**src/rtl/parity_stream_unit.sv**
```systemverilog
// Streaming parity generator/checker with a one-word output register.
// Also tracks frame-level parity/error over FRAME_LEN words and a saturating error count.
module parity_stream_unit #(
    parameter int WIDTH     = 4,
    parameter int FRAME_LEN = 8,
    parameter int ODD       = 0,
    parameter int CNT_W     = 8
) (
    input  logic             clk,
    input  logic             rst,
    input  logic             mode,
    input  logic             in_valid,
    output logic             in_ready,
    input  logic [WIDTH-1:0] in_data,
    input  logic             in_par,
    output logic             out_valid,
    input  logic             out_ready,
    output logic [WIDTH-1:0] out_data,
    output logic             out_par,
    output logic             out_err,
    output logic             frame_done,
    output logic             frame_par,
    output logic             frame_err,
    output logic [CNT_W-1:0] err_cnt
);

    localparam int              IDX_W    = (FRAME_LEN > 1) ? $clog2(FRAME_LEN) : 1;
    localparam logic [IDX_W-1:0] LAST_IDX = IDX_W'(FRAME_LEN - 1);
    localparam logic             ODD_BIT  = (ODD != 0) ? 1'b1 : 1'b0;
    localparam logic [CNT_W-1:0] CNT_MAX  = {CNT_W{1'b1}};

    typedef enum logic [0:0] {
        ST_IDLE = 1'b0,
        ST_RUN  = 1'b1
    } state_t;

    function automatic logic word_parity(input logic [WIDTH-1:0] d);
        return (^d) ^ ODD_BIT;
    endfunction

    state_t           state_q, state_d;
    logic [IDX_W-1:0] idx_q, idx_d;
    logic             acc_q, acc_d;
    logic             ferr_q, ferr_d;
    logic             fmode_q, fmode_d;

    logic             out_valid_q, out_valid_d;
    logic [WIDTH-1:0] out_data_q, out_data_d;
    logic             out_par_q, out_par_d;
    logic             out_err_q, out_err_d;
    logic             frame_done_q, frame_done_d;
    logic             frame_par_q, frame_par_d;
    logic             frame_err_q, frame_err_d;
    logic [CNT_W-1:0] err_cnt_q, err_cnt_d;

    logic             accept_s;
    logic             mode_eff_s;
    logic             word_par_s;
    logic             word_err_s;
    logic             last_s;
    logic             acc_in_s;
    logic             ferr_in_s;

    assign in_ready = !out_valid_q || out_ready;
    assign accept_s = in_valid && in_ready && !rst;

    // First word of a frame uses the live mode input; later words use the latched one.
    assign mode_eff_s = (state_q == ST_IDLE) ? mode : fmode_q;
    assign word_par_s = word_parity(in_data);
    assign word_err_s = mode_eff_s && (word_par_s != in_par);
    assign last_s     = (idx_q == LAST_IDX);
    assign acc_in_s   = (state_q == ST_IDLE) ? (^in_data) : (acc_q ^ (^in_data));
    assign ferr_in_s  = (state_q == ST_IDLE) ? word_err_s : (ferr_q || word_err_s);

    // Frame FSM: word index, running parity, error-OR and latched mode.
    always_comb begin
        state_d = state_q;
        idx_d   = idx_q;
        acc_d   = acc_q;
        ferr_d  = ferr_q;
        fmode_d = fmode_q;
        if (accept_s) begin
            acc_d  = acc_in_s;
            ferr_d = ferr_in_s;
            case (state_q)
                ST_IDLE: begin
                    fmode_d = mode;
                    if (last_s) begin
                        state_d = ST_IDLE;
                        idx_d   = {IDX_W{1'b0}};
                    end else begin
                        state_d = ST_RUN;
                        idx_d   = idx_q + IDX_W'(1);
                    end
                end
                ST_RUN: begin
                    if (last_s) begin
                        state_d = ST_IDLE;
                        idx_d   = {IDX_W{1'b0}};
                    end else begin
                        state_d = ST_RUN;
                        idx_d   = idx_q + IDX_W'(1);
                    end
                end
                default: begin
                    state_d = ST_IDLE;
                    idx_d   = {IDX_W{1'b0}};
                end
            endcase
        end else begin
            state_d = state_q;
        end
    end

    // Output register, frame status and saturating error counter.
    always_comb begin
        out_valid_d  = out_valid_q;
        out_data_d   = out_data_q;
        out_par_d    = out_par_q;
        out_err_d    = out_err_q;
        frame_done_d = 1'b0;
        frame_par_d  = frame_par_q;
        frame_err_d  = frame_err_q;
        err_cnt_d    = err_cnt_q;
        if (accept_s) begin
            out_valid_d = 1'b1;
            out_data_d  = in_data;
            out_par_d   = word_par_s;
            out_err_d   = word_err_s;
            if (last_s) begin
                frame_done_d = 1'b1;
                frame_par_d  = acc_in_s ^ ODD_BIT;
                frame_err_d  = ferr_in_s;
            end else begin
                frame_done_d = 1'b0;
            end
            if (word_err_s && (err_cnt_q != CNT_MAX)) begin
                err_cnt_d = err_cnt_q + CNT_W'(1);
            end else begin
                err_cnt_d = err_cnt_q;
            end
        end else if (out_ready) begin
            out_valid_d = 1'b0;
        end else begin
            out_valid_d = out_valid_q;
        end
    end

    // State registers with synchronous reset.
    always_ff @(posedge clk) begin
        if (rst) begin
            state_q      <= ST_IDLE;
            idx_q        <= {IDX_W{1'b0}};
            acc_q        <= 1'b0;
            ferr_q       <= 1'b0;
            fmode_q      <= 1'b0;
            out_valid_q  <= 1'b0;
            out_data_q   <= {WIDTH{1'b0}};
            out_par_q    <= 1'b0;
            out_err_q    <= 1'b0;
            frame_done_q <= 1'b0;
            frame_par_q  <= 1'b0;
            frame_err_q  <= 1'b0;
            err_cnt_q    <= {CNT_W{1'b0}};
        end else begin
            state_q      <= state_d;
            idx_q        <= idx_d;
            acc_q        <= acc_d;
            ferr_q       <= ferr_d;
            fmode_q      <= fmode_d;
            out_valid_q  <= out_valid_d;
            out_data_q   <= out_data_d;
            out_par_q    <= out_par_d;
            out_err_q    <= out_err_d;
            frame_done_q <= frame_done_d;
            frame_par_q  <= frame_par_d;
            frame_err_q  <= frame_err_d;
            err_cnt_q    <= err_cnt_d;
        end
    end

    assign out_valid  = out_valid_q;
    assign out_data   = out_data_q;
    assign out_par    = out_par_q;
    assign out_err    = out_err_q;
    assign frame_done = frame_done_q;
    assign frame_par  = frame_par_q;
    assign frame_err  = frame_err_q;
    assign err_cnt    = err_cnt_q;

endmodule

```
**config.mk**
```make
export PLATFORM = sky130hd
export DESIGN_NAME = parity_stream_unit
export DESIGN_NICKNAME = d
export VERILOG_FILES = /design/src/rtl/parity_stream_unit.sv
export SDC_FILE = /design/constraint.sdc
export NUM_CORES = 1
export LEC_CHECK = 0
export ABC_CLOCK_PERIOD_IN_PS = 2550
export CORE_AREA = 3 3 67 44
export CTS_CLUSTER_DIAMETER = 120
export DETAILED_ROUTE_END_ITERATION = 7
export DIE_AREA = 0 0 70 47
export MAX_ROUTING_LAYER = met4
export PLACE_DENSITY = 0.76
export SLEW_MARGIN = 20
export SYNTH_ARGS = -nofsm -noshare
export SYNTH_HDL_FRONTEND = slang
export SYNTH_SLANG_ARGS = --single-unit
export TNS_END_PERCENT = 100
```
**constraint.sdc**
```tcl
create_clock -name clk -period 2.55 [get_ports clk]
set_clock_uncertainty 0.05 [all_clocks]
set_input_delay 0.51 -clock clk [delete_from_list [all_inputs] [get_ports clk]]
set_output_delay 0.51 -clock clk [all_outputs]
set_load 0.05 [all_outputs]
```
==> flow_summary_export.csv <==
group,metric,value,unit
logic_synthesis,synth_common_cells,"25 x dfxtp_1, 21 x nand2_1, 13 x nor2_1",
power,ir_drop,0.406,mV
clock_network,clockBufferDepth,2,
drt,drtIter0Drc,52,
logic_synthesis,synth-edff-count,0,
run_status,status,"completed",
final_layout,layout-drive-gt1-share,9.62,%
logic_synthesis,ys_ff_latch,25,
place,preCtsSetupSlack,5.82,ps
clock_network,clk_pin_slew,80,ps
floorplan,die_x,70,um
final_layout,antenna_cells,0,
logic_synthesis,yosysTopAreaCellShare,45.0,%
final_layout,final_cell_area,1510,um^2
clock_network,worstSkewPairLatency,260,ps
grt,grt_pass1_vias,825,
power,p_per_area,535,nW/um^2
drt,ant_nets,0,
logic_synthesis,yosys_warnings,0,
place,hpwlAfterDp,1750,um
final_layout,post-route-util,62.4,%
logic_synthesis,ys_top_cells_by_area,"dfxtp_1 45%, nand2_1 7.1%, a21oi_1 5.4%, xnor2_1 4.7%, mux2i_1 4.5%",
clock_network,cts_setup_buffers,0,
drt,wl_per_cell,12.2,um
job,max_cap_viol_count,0,
drt,dr.pass1.iters,4,
clock_network,root_buffer,"clkbuf_8",
place,place_congestion,0.785,
logic_synthesis,synth_flop_cell,"dfxtp_1",
final_layout,area_delta_synth_final,35.8,%
timing,holdWs,408,ps
floorplan,fp.dieH,47,um
clock_network,h-tree-depth,1,
worst_setup_path,worstSetupEndpointType,"flip-flop",
worst_setup_path,critPathMaxFanout,2,
grt,antenna_found_initial,0,
worst_hold_path,hold_class,"flip-flop to flip-flop",
timing,final_hold_viol_count,0,
logic_synthesis,yosysSeqAreaShare,45.0,%
logic_synthesis,synth.most_common_cell,"dfxtp_1",
clock_network,post_cts_resized,0,
grt,grt_max_degree,23,
drt,routed-via-count,934,
clock_network,tritoncts,"yes",
logic_synthesis,yosysTopAreaCell,"dfxtp_1",
logic_synthesis,ys_types,31,
timing,drv_slew,0,
power,p_leak,0.586,nW
logic_synthesis,syn_area,1110,um^2
floorplan,num_rows,14,
clock_network,numCtsBuffers,3,
clock_network,hold_buffers,0,
timing,period_share,88.0,%
timing,slew-limit-headroom,61.7,%
power,finalPower,0.808,mW
timing,min_period,2240,ps
worst_setup_path,cp.arrival,2350,ps
place,place_inst,184,
final_layout,layout.nets,170,
grt,grt_overflow,0,
place,io_buffers,28,
floorplan,num_io_pins,29,
timing,finalSetupViolations,0,
clock_network,cts.sinks,25,
worst_setup_path,worst_ep_required_time,2660,ps
timing,tightest_slew,559,ps
timing,rsz0062_at_grt,"false",
worst_setup_path,crit_type,"primary input to flip-flop",
floorplan,dieArea,3290,um^2
drt,viasPerCell,4.97,
worst_setup_path,cp-start-kind,"primary input",
drt,route.detailed.drc,0,
timing,max_freq,446,MHz
logic_synthesis,avgSynthCellArea,8.96,um^2
logic_synthesis,syn_nets,137,
floorplan,initial_core_util,46.0,%
floorplan,core-area,2420,um^2
logic_synthesis,synth-async-reset-ratio,0,%
logic_synthesis,synth_cells,124,
final_layout,stdcell_count,188,
grt,grt_pass1_wl,3750,um
grt,track_usage,15.5,%
final_layout,n_fill_cell,202,
place,placed_cell_area,1460,um^2
timing,worst_slack,306,ps
timing,finalSetupTns,0,ps
drt,wl,2300,um
flip-flops by register name (all words and copies together), names as in the netlist:
| register | cells |
|---|---|
| err_cnt | 8 |
| out_data | 4 |
| idx_q | 3 |
| acc_q | 1 |
| ferr_q | 1 |
| fmode_q | 1 |
| frame_done | 1 |
| frame_err | 1 |
| frame_par | 1 |
| out_err | 1 |
| out_par | 1 |
| out_valid | 1 |
| state_q | 1 |
final cells by class:
class	instances	area [um^2]	area share, %
multi-input combinational	90	577	38.2
inverter	3	11.3	0.746
tap	32	40.0	2.65
timing repair buffer	34	335	22.2
clock buffer	4	45.0	2.99
sequential	25	500	33.2
logic make-up (layout without fill, tap and decap cells):
logic type | after synthesis | after routing | synth area share (%)
AOI/OAI and AO/OA | 20 | 20 | 10.6
DFF | 25 | 25 | 45.0
buffers and inverters | 9 | 41 | 3.04
muxes | 7 | 7 | 6.53
and+or+nand+nor | 51 | 51 | 22.3
xor gates and xnor gates | 9 | 9 | 9.12
adders and majority gates | 3 | 3 | 3.38
cells in the final DEF (no fill, tap or decap), types with 2 or more instances in the layout:
cell type / netlist / final
nand4_1: 2 / 2
clkbuf_8: 0 / 3
nor4_1: 2 / 2
dfxtp_1: 25 / 25
mux2i_1: 5 / 5
clkdlybuf4s50_1: 0 / 27
a21oi_1: 12 / 12
buf_4: 0 / 6
xnor2_1: 6 / 6
ha_1: 3 / 3
and2_1: 2 / 2
nor2_1: 13 / 13
nand2_1: 21 / 21
a21o_1: 2 / 2
nand3_1: 4 / 4
inv_1: 3 / 3
a211oi_1: 2 / 2
power by group:
part | leakage [nW] | switching, mW | internal, mW
Clock | 0.0228 | 0.112 | 0.111
Combinational | 0.360 | 0.0924 | 0.0739
Sequential | 0.204 | 0.0115 | 0.406
Total | 0.586 | 0.216 | 0.592
worst paths after layout:
| kind | start | to | depth (start not counted) | slack (ps) |
|---|---|---|---|---|
| worst max-delay path | in_data[2] | err_cnt[7] | 6 | 310 |
| worst min-delay path | out_data[2] | out_data[2] | 2 | 410 |
| worst max register to register | err_cnt[0] | err_cnt[7] | 6 | 590 |
| worst min register to register | out_data[2] | out_data[2] | 2 | 410 |
worst max-delay path: stages:
cell	delay (ps)
clkdlybuf4s50_1	460
xnor2_2	230
xnor3_2	400
nor4_4	280
and2b_1	170
mux2_1	310
layer usage:
layer  track usage, %  vias to the layer above  wire [um]  share of wire [%]
li1                 -                      486          -                  -
met1             17.8                      426       1060                 46
met2             27.0                       20       1080                 47
met3             5.98                        2        141                6.1
met4             2.29                        0         16               0.70
met5                -                        -          0                  0
(Power assumes the default switching activity.)
